$ cat config.mk
export PLATFORM = sky130hd
export DESIGN_NAME = m2s_request_arbiter_flat
export DESIGN_NICKNAME = d
export VERILOG_FILES = /design/src/rtl/m2s_pkg.sv /design/src/rtl/m2s_request_arbiter_if.sv /design/src/rtl/m2s_id_pool.sv /design/src/rtl/m2s_request_arbiter.sv /design/src/flat_wrapper.sv
export SDC_FILE = /design/constraint.sdc
export NUM_CORES = 1
export LEC_CHECK = 0
export BUFFER_PORTS_ARGS = -buffer_cell sky130_fd_sc_hd__buf_4
export CAP_MARGIN = 20
export CORE_AREA = 2 2 175 177
export CTS_CLUSTER_SIZE = 40
export DETAILED_ROUTE_END_ITERATION = 7
export DIE_AREA = 0 0 177 179
export PLACE_DENSITY = 0.58
export REMOVE_ABC_BUFFERS = 1
export SYNTH_ARGS = -nofsm -noshare
export SYNTH_HDL_FRONTEND = slang
export SYNTH_HIERARCHICAL = 1
export SYNTH_SLANG_ARGS = --single-unit
$ cat constraint.sdc
create_clock -name clk -period 4.57 [get_ports clk]
set_input_delay 0.2285 -clock clk [delete_from_list [all_inputs] [get_ports clk]]
set_output_delay 0.2285 -clock clk [all_outputs]
set_load 0.03 [all_outputs]
$ cat src/rtl/m2s_pkg.sv
// Shared definitions for the multi2sim request arbiter: field widths,
// request/serve word layouts and the response FSM state type.
package m2s_pkg;

  localparam int ID_W   = 10;
  localparam int REQ_W  = 64;
  localparam int SRV_W  = 52;
  localparam int DATA_W = 32;
  localparam int CNT_W  = 11;

  // Request word: {rw_flag, address[30:0], data[31:0]}
  localparam int REQ_DATA_LSB = 0;
  localparam int REQ_ADDR_LSB = 32;
  localparam int REQ_RW_BIT   = 63;

  // Serve word: {data[31:0], id[9:0], next_id[9:0]}
  localparam int SRV_NEXT_ID_LSB = 0;
  localparam int SRV_ID_LSB      = 10;
  localparam int SRV_DATA_LSB    = 20;

  typedef struct packed {
    logic        rw;
    logic [30:0] addr;
    logic [31:0] data;
  } req_word_t;

  typedef struct packed {
    logic [DATA_W-1:0] data;
    logic [ID_W-1:0]   id;
    logic [ID_W-1:0]   next_id;
  } srv_word_t;

  typedef enum logic {
    S_IDLE,
    S_DELIVER
  } rsp_state_t;

endpackage

$ cat src/rtl/m2s_request_arbiter_if.sv
// Requester, request-FIFO and serve-FIFO signals of the arbiter, bundled.
// master is the arbiter's view; slave is the surrounding environment's view.
interface m2s_request_arbiter_if #(
    parameter int NUM_REQ = 4,
    parameter int REQ_W   = 64
);
    import m2s_pkg::ID_W;
    import m2s_pkg::SRV_W;
    import m2s_pkg::DATA_W;
    import m2s_pkg::CNT_W;

    logic [NUM_REQ-1:0]       req_valid;
    logic [NUM_REQ*REQ_W-1:0] req_data;
    logic [NUM_REQ-1:0]       req_ready;
    logic [NUM_REQ-1:0]       rsp_valid;
    logic [DATA_W-1:0]        rsp_data;
    logic [ID_W-1:0]          rsp_id;
    logic                     fifo_wr_en;
    logic [REQ_W-1:0]         fifo_wr_data;
    logic [ID_W-1:0]          fifo_wr_id;
    logic                     fifo_full;
    logic                     srv_rd_en;
    logic [SRV_W-1:0]         srv_data;
    logic                     srv_empty;
    logic [CNT_W-1:0]         outstanding;
    logic                     err_unknown_id;

    modport master (
        input  req_valid, req_data, fifo_full, srv_data, srv_empty,
        output req_ready, rsp_valid, rsp_data, rsp_id, fifo_wr_en, fifo_wr_data,
               fifo_wr_id, srv_rd_en, outstanding, err_unknown_id
    );

    modport slave (
        output req_valid, req_data, fifo_full, srv_data, srv_empty,
        input  req_ready, rsp_valid, rsp_data, rsp_id, fifo_wr_en, fifo_wr_data,
               fifo_wr_id, srv_rd_en, outstanding, err_unknown_id
    );

endinterface

$ cat src/rtl/m2s_id_pool.sv
// Transaction ID pool: busy bitmap, lowest-free encoder, owner table and
// outstanding counter. Alloc and free may happen in the same cycle.
module m2s_id_pool
    import m2s_pkg::*;
#(
    parameter int MAX_OUT = 16,
    parameter int OWN_W   = 2
) (
    input  logic             clk,
    input  logic             reset,
    input  logic             alloc_en,
    input  logic [OWN_W-1:0] alloc_owner,
    output logic             free_avail,
    output logic [ID_W-1:0]  alloc_id,
    input  logic             free_en,
    input  logic [ID_W-1:0]  query_id,
    output logic             query_hit,
    output logic [OWN_W-1:0] query_owner,
    output logic [CNT_W-1:0] outstanding
);

    logic [MAX_OUT-1:0] busy;
    logic [OWN_W-1:0]   owner [MAX_OUT];

    assign free_avail = ~&busy;

    // NOTE: every combinational output gets a default before the loop so no latch is inferred.
    always_comb begin
        alloc_id = '0;
        for (int i = MAX_OUT - 1; i >= 0; i--) begin
            if (!busy[i]) alloc_id = ID_W'(i);
        end
    end

    // Out-of-range IDs match no entry and therefore never hit.
    always_comb begin
        query_hit   = 1'b0;
        query_owner = '0;
        for (int i = 0; i < MAX_OUT; i++) begin
            if (query_id == ID_W'(i)) begin
                query_hit   = busy[i];
                query_owner = owner[i];
            end
        end
    end

    // NOTE: state registers use non-blocking assignments so all flops update from pre-edge values.
    always_ff @(posedge clk or posedge reset) begin
        if (reset) begin
            busy        <= '0;
            outstanding <= '0;
        end else begin
            for (int i = 0; i < MAX_OUT; i++) begin
                if (alloc_en && alloc_id == ID_W'(i)) busy[i] <= 1'b1;
                if (free_en && query_id == ID_W'(i))  busy[i] <= 1'b0;
            end
            case ({alloc_en, free_en})
                2'b10:   outstanding <= outstanding + CNT_W'(1);
                2'b01:   outstanding <= outstanding - CNT_W'(1);
                default: outstanding <= outstanding;
            endcase
        end
    end

    // NOTE: the owner table has no reset; an entry is only read while its busy bit is set.
    always_ff @(posedge clk) begin
        for (int i = 0; i < MAX_OUT; i++) begin
            if (alloc_en && alloc_id == ID_W'(i)) owner[i] <= alloc_owner;
        end
    end

endmodule

$ cat src/rtl/m2s_request_arbiter.sv
// Round-robin arbiter sharing the multi2sim request FIFO among NUM_REQ
// requesters, with ID allocation and ID-routed response delivery.
module m2s_request_arbiter #(
    parameter int NUM_REQ = 4,
    parameter int MAX_OUT = 16,
    parameter int REQ_W   = 64
) (
    input  logic                  clk,
    input  logic                  reset,
    m2s_request_arbiter_if.master bus
);
    import m2s_pkg::ID_W;
    import m2s_pkg::srv_word_t;
    import m2s_pkg::rsp_state_t;
    import m2s_pkg::S_IDLE;
    import m2s_pkg::S_DELIVER;

    localparam int OWN_W = $clog2(NUM_REQ);

    logic [OWN_W-1:0]   rr_ptr;
    logic [NUM_REQ-1:0] valid_rot;
    logic               grant_hit;
    int                 grant_off;
    int                 grant_sum;
    logic [OWN_W-1:0]   grant_idx;
    logic [REQ_W-1:0]   grant_data;
    logic               do_grant;

    logic               free_avail;
    logic [ID_W-1:0]    alloc_id;
    logic               query_hit;
    logic [OWN_W-1:0]   query_owner;
    logic               free_en;
    logic               err_set;

    rsp_state_t         state, state_nxt;
    srv_word_t          srv_word;
    logic               unused_next_id;

    assign srv_word       = srv_word_t'(bus.srv_data);
    assign unused_next_id = ^srv_word.next_id;

    // Rotate valids so bit 0 is rr_ptr; the lowest set bit is the winner.
    always_comb begin
        valid_rot = NUM_REQ'({bus.req_valid, bus.req_valid} >> rr_ptr);
        grant_hit = 1'b0;
        grant_off = 0;
        for (int k = NUM_REQ - 1; k >= 0; k--) begin
            if (valid_rot[k]) begin
                grant_hit = 1'b1;
                grant_off = k;
            end
        end
        grant_sum = int'(rr_ptr) + grant_off;
        if (grant_sum >= NUM_REQ) grant_sum = grant_sum - NUM_REQ;
        grant_idx  = OWN_W'(grant_sum);
        grant_data = '0;
        for (int i = 0; i < NUM_REQ; i++) begin
            if (grant_idx == OWN_W'(i)) grant_data = bus.req_data[i*REQ_W +: REQ_W];
        end
        do_grant = !reset && grant_hit && !bus.fifo_full && free_avail;
    end

    always_comb begin
        bus.req_ready    = '0;
        bus.fifo_wr_en   = 1'b0;
        bus.fifo_wr_data = '0;
        bus.fifo_wr_id   = '0;
        if (do_grant) begin
            for (int i = 0; i < NUM_REQ; i++) bus.req_ready[i] = (grant_idx == OWN_W'(i));
            bus.fifo_wr_en   = 1'b1;
            bus.fifo_wr_data = grant_data;
            bus.fifo_wr_id   = alloc_id;
        end
    end

    always_ff @(posedge clk or posedge reset) begin
        if (reset) begin
            rr_ptr <= '0;
        end else if (do_grant) begin
            rr_ptr <= (grant_sum == NUM_REQ - 1) ? '0 : OWN_W'(grant_sum + 1);
        end
    end

    m2s_id_pool #(
        .MAX_OUT (MAX_OUT),
        .OWN_W   (OWN_W)
    ) u_id_pool (
        .clk         (clk),
        .reset       (reset),
        .alloc_en    (do_grant),
        .alloc_owner (grant_idx),
        .free_avail  (free_avail),
        .alloc_id    (alloc_id),
        .free_en     (free_en),
        .query_id    (srv_word.id),
        .query_hit   (query_hit),
        .query_owner (query_owner),
        .outstanding (bus.outstanding)
    );

    always_ff @(posedge clk or posedge reset) begin
        if (reset) state <= S_IDLE;
        else       state <= state_nxt;
    end

    // Serve data is valid the cycle after the read, so one response per two cycles.
    always_comb begin
        state_nxt     = state;
        bus.srv_rd_en = 1'b0;
        bus.rsp_valid = '0;
        bus.rsp_data  = '0;
        bus.rsp_id    = '0;
        free_en       = 1'b0;
        err_set       = 1'b0;
        unique case (state)
            S_IDLE: begin
                if (!reset && !bus.srv_empty) begin
                    bus.srv_rd_en = 1'b1;
                    state_nxt     = S_DELIVER;
                end
            end
            S_DELIVER: begin
                state_nxt = S_IDLE;
                if (query_hit) begin
                    for (int i = 0; i < NUM_REQ; i++) bus.rsp_valid[i] = (query_owner == OWN_W'(i));
                    bus.rsp_data = srv_word.data;
                    bus.rsp_id   = srv_word.id;
                    free_en      = 1'b1;
                end else begin
                    err_set = 1'b1;
                end
            end
            default: state_nxt = S_IDLE;
        endcase
    end

    always_ff @(posedge clk or posedge reset) begin
        if (reset)        bus.err_unknown_id <= 1'b0;
        else if (err_set) bus.err_unknown_id <= 1'b1;
    end

endmodule

$ cat src/flat_wrapper.sv
// flat-port wrapper written by rule: the top's interface ports become plain ports
module m2s_request_arbiter_flat import m2s_pkg::ID_W; import m2s_pkg::srv_word_t; import m2s_pkg::rsp_state_t; import m2s_pkg::S_IDLE; import m2s_pkg::S_DELIVER;
#(
    parameter int NUM_REQ = 4,
    parameter int MAX_OUT = 16,
    parameter int REQ_W   = 64
)
  (clk, reset, bus_req_valid, bus_req_data, bus_fifo_full, bus_srv_data, bus_srv_empty, bus_req_ready, bus_rsp_valid, bus_rsp_data, bus_rsp_id, bus_fifo_wr_en, bus_fifo_wr_data, bus_fifo_wr_id, bus_srv_rd_en, bus_outstanding, bus_err_unknown_id);
  m2s_request_arbiter_if #(.NUM_REQ(NUM_REQ), .REQ_W(REQ_W)) bus_i ();
  input  logic clk;
  input  logic reset;
  input wire logic [$bits(bus_i.req_valid)-1:0] bus_req_valid;
  input wire logic [$bits(bus_i.req_data)-1:0] bus_req_data;
  input wire logic [$bits(bus_i.fifo_full)-1:0] bus_fifo_full;
  input wire logic [$bits(bus_i.srv_data)-1:0] bus_srv_data;
  input wire logic [$bits(bus_i.srv_empty)-1:0] bus_srv_empty;
  output wire logic [$bits(bus_i.req_ready)-1:0] bus_req_ready;
  output wire logic [$bits(bus_i.rsp_valid)-1:0] bus_rsp_valid;
  output wire logic [$bits(bus_i.rsp_data)-1:0] bus_rsp_data;
  output wire logic [$bits(bus_i.rsp_id)-1:0] bus_rsp_id;
  output wire logic [$bits(bus_i.fifo_wr_en)-1:0] bus_fifo_wr_en;
  output wire logic [$bits(bus_i.fifo_wr_data)-1:0] bus_fifo_wr_data;
  output wire logic [$bits(bus_i.fifo_wr_id)-1:0] bus_fifo_wr_id;
  output wire logic [$bits(bus_i.srv_rd_en)-1:0] bus_srv_rd_en;
  output wire logic [$bits(bus_i.outstanding)-1:0] bus_outstanding;
  output wire logic [$bits(bus_i.err_unknown_id)-1:0] bus_err_unknown_id;
  assign bus_i.req_valid = bus_req_valid;
  assign bus_i.req_data = bus_req_data;
  assign bus_i.fifo_full = bus_fifo_full;
  assign bus_i.srv_data = bus_srv_data;
  assign bus_i.srv_empty = bus_srv_empty;
  assign bus_req_ready = bus_i.req_ready;
  assign bus_rsp_valid = bus_i.rsp_valid;
  assign bus_rsp_data = bus_i.rsp_data;
  assign bus_rsp_id = bus_i.rsp_id;
  assign bus_fifo_wr_en = bus_i.fifo_wr_en;
  assign bus_fifo_wr_data = bus_i.fifo_wr_data;
  assign bus_fifo_wr_id = bus_i.fifo_wr_id;
  assign bus_srv_rd_en = bus_i.srv_rd_en;
  assign bus_outstanding = bus_i.outstanding;
  assign bus_err_unknown_id = bus_i.err_unknown_id;
  m2s_request_arbiter #(.NUM_REQ(NUM_REQ), .MAX_OUT(MAX_OUT), .REQ_W(REQ_W)) u_core (.clk(clk), .reset(reset), .bus(bus_i));
endmodule
==> results.tsv <==
metric	value	unit
Layout Skew	0.00534	ns
HP Class	input pin to flip-flop	
First-pass DRT Iterations	5	
post-synthesis sequential area ratio	26.4	%
Placed Area	0.0103	mm^2
Yosys reg bits	63	
Syn Area/Cell	7.85	um^2
share of cells above drive strength 1	42.9	%
CTS sink count	63	
IO Port Bufs	437	
XOR/XNOR share of the synthesized area	1.20	%
DRC	0	
compound-gate portion of the synthesized area	35.5	%
top fanout value on the critical path	19	
largest family of logic cells by synthesized area	compound AO/OA/AOI/OAI gates	
design area	0.0107	mm^2
GR Util met1	22.9	%
Post-CTS Setup Repair Bufs	0	
power density over the cells	700	mW/mm^2
gr ovfl total	0	
met3 Usage GRT	5.24	%
layer with the highest usage	met2	
antenna violations before repair	3	
Layout area overhead	61.8	%
routed vias/inst	4.95	
Slew Viols, Final	0	
# rows	64	
CTS clk-pin slew, worst paths	0.05	ns
Hold Path Sink	u_core/state	
mux cell area share after synthesis	2.22	%
Total GRT Usage	19.1	%
R2R Path Start	u_core/u_id_pool/busy[0]	
synthesized instance count	839	
largest net degree at the start of global routing	69	
mapped cell area	0.00658	mm^2
dpl hpwl	26.6	mm
r2r worst-path depth	16	
Max IR drop VDD	0.494	mV
die footprint	0.0317	mm^2
Crit Path Category	flip-flop to primary output	
Final Core Density	35.5	%
clk_lat worst skew	0.33	ns
CTS H-tree lvls	3	
Tcrit/Tclk final	90.4	%
min-delay src	bus_srv_empty	
Post-synth EDFFs	32	
Worst EP required	4.34	ns
worst path arrival time	3.90	ns
top post-synthesis cells by area	edfxtp_1 15%, dfrtp_1 12%, a221oi_1 8.8%	
FFs w/ async S/R, synth	49.2	%
Die Width	177	um
Initial Utilization	21.9	%
first-pass GRT wire length	45.8	mm
Post-Route WL	32.7	mm
Simple-Gate Fraction of Synth Area	20.1	%
Pleak	5.16	nW
Post-CTS Hold Buffers	1	
DR WL/cell	19.9	um
fmax	242	MHz
vias in the first global route	7547	
max_cap viols	0	
CP startpoint kind	flip-flop	
Routed Antenna Nets	0	
GR Util met2	33.5	%
filler instances	3145	
register area	0.00174	mm^2
CTS Buf Count	9	
nets@finish	1572	
Final Hold Vio Count	0	
post_cts resized	0	
post-synth top area cell	edfxtp_1	
Synth Flop Type	edfxtp_1	
Worst Tran Pin Value	0.951	ns
RSZ-0062 raised after global routing	false	
die height	179	um
synth warn	6	
CTS tree	built	
post-synthesis cell type count	78	
First DRT Iteration DRCs	514	
DR vias	8146	
status	finished clean	
placer congestion estimate	0.919	
Setup crit end kind	primary output	
fin crit period	4.13	ns
R2R Setup Slk	0.63	ns
R2R Path End	u_core/u_id_pool/outstanding[10]	
area occupied by multi-input gates	0.00417	mm^2
Synth top area share	14.6	%
Final setup violation count	0	
adder-cell share of the synthesized area	3.15	%
Hold Path Stages	2	
Max clock buf depth	2	
headroom to the max-slew limit	36.6	%
core area	0.0300	mm^2
io pins	454	
root buf cell	clkbuf_16	
[per-layer routing]
layer	share of wire (%)	wire, um	up-vias
met2	50	16400	400
li1	-	-	3907
met5	0	0	-
met4	1.8	592	0
met3	9.4	3090	26
met1	38	12600	3813
[placed cells by master (no fill, tap or decap), types with 4 or more instances in the layout]
cell | netlist | final
nor2_1 | 34 | 34
mux2i_1 | 9 | 9
and3_1 | 46 | 46
nor2b_1 | 9 | 8
clkbuf_16 | 0 | 9
a21oi_1 | 68 | 68
o211ai_1 | 4 | 4
ha_1 | 15 | 12
conb_1 | 1 | 6
xnor2_1 | 6 | 6
and2_1 | 15 | 15
a211o_1 | 64 | 64
a31oi_1 | 8 | 8
o21ai_0 | 22 | 22
nand4_1 | 5 | 5
nor3_1 | 12 | 12
o31ai_1 | 4 | 4
a21oi_2 | 20 | 20
edfxtp_1 | 32 | 32
nand3_1 | 6 | 6
dfrtp_1 | 31 | 31
nand2_1 | 95 | 95
o22a_1 | 7 | 7
buf_12 | 0 | 4
nand2b_1 | 8 | 8
a221oi_1 | 66 | 66
nor3_2 | 7 | 7
buf_4 | 11 | 462
inv_1 | 92 | 92
[registers in the layout (all words and copies together), names as in the netlist]
signal / flops
u_core/bus.err_unknown_id: 1
u_core/state: 1
u_core/u_id_pool/outstanding: 11
u_core/u_id_pool/owner: 32
u_core/rr_ptr: 2
u_core/u_id_pool/busy: 16
[logic make-up (layout without fill, tap and decap cells)]
family                   Yosys count  in the layout
adder cells (fa/ha/maj)           16             16
buffers and inverters            177            578
multiplexers                      12             12
XOR/XNOR                           9              9
other                              1              9
AND/OR/NAND/NOR                  256            256
AO/OA/AOI/OAI                    305            305
flip-flops                        63             63
[cell type report]
cell class                 instances  area share (%)
multi-input combinational        604            39.1
timing repair buffer             468            33.7
sequential                        63            16.3
tap                              396            4.65
inverter                          94            3.31
clock buffer                      10            2.24
clock inverter                     6           0.634
antenna                            3          0.0705
[synth_stat cells, types with 4 or more instances]
library cell and instances:
clkbuf_1 44, and2_1 15, mux2i_1 9, dfrtp_1 31
a211o_1 64, o211ai_1 4, a31oi_1 8, ha_1 15
a221oi_1 66, buf_2 15, nor2_1 34, o21ai_0 22
nor3_2 7, nand4_1 5, nand3_1 6, a21oi_2 20
o31ai_1 4, and3_1 46, inv_1 92, nor2b_1 9
a21oi_1 68, xnor2_1 6, nor3_1 12, nand2b_1 8
buf_1 10, edfxtp_1 32, buf_4 11, o22a_1 7
nand2_1 95
[worst max path at each step]
stage,from,end,slack [ns],depth (start not counted)
3_5_place_dp,bus_srv_data[15],u_core/u_id_pool/outstanding[10],0.23,19
5_1_grt,u_core/rr_ptr[0],bus_fifo_wr_data[43],0.15,13
6_report,u_core/rr_ptr[0],bus_fifo_wr_data[42],0.44,13
3_3_place_gp,bus_srv_data[15],u_core/u_id_pool/outstanding[10],0.33,19
4_1_cts,u_core/rr_ptr[0],bus_fifo_wr_data[42],0.37,13
2_1_floorplan,u_core/rr_ptr[0],bus_fifo_wr_data[0],-1.34,10
[critical path: stages (launching register included)]
cell and delay, ns:
dfrtp_1 0.50, or4_1 0.58, o2111ai_1 0.09, ha_1 0.19
xnor2_1 0.10, xnor2_1 0.30, ha_1 0.28, nor2b_4 0.37
buf_12 0.21, buf_4 0.17, a221oi_1 0.08, a211o_1 0.28
a21oi_1 0.19, buf_4 0.21
[metrics by stage]
stage / setup slack [ns] / setup TNS, ns / hold slack (ns) / std cells / power [mW]
finish: 0.439 / 0 / 0.0665 / 1644 / 7.46
CTS: 0.371 / 0 / 0.0586 / 1641 / 7.49
global placement: 0.328 / 0 / 0.174 / 1623 / 6.73
global route: 0.150 / 0 / 0.0703 / 1644 / 7.93
detailed placement: 0.232 / 0 / 0.175 / 1624 / 6.77
floorplan: -1.34 / -85.76 / -0.00542 / 761 / 4.66
[power breakdown]
group	leakage, nW	internal, mW	switching, mW	total (mW)
Clock	0.145	0.438	0.257	0.695
Combinational	4.35	2.43	3.47	5.89
Sequential	0.662	0.774	0.0993	0.873
No activity file was read; power rests on OpenSTA's default activity.
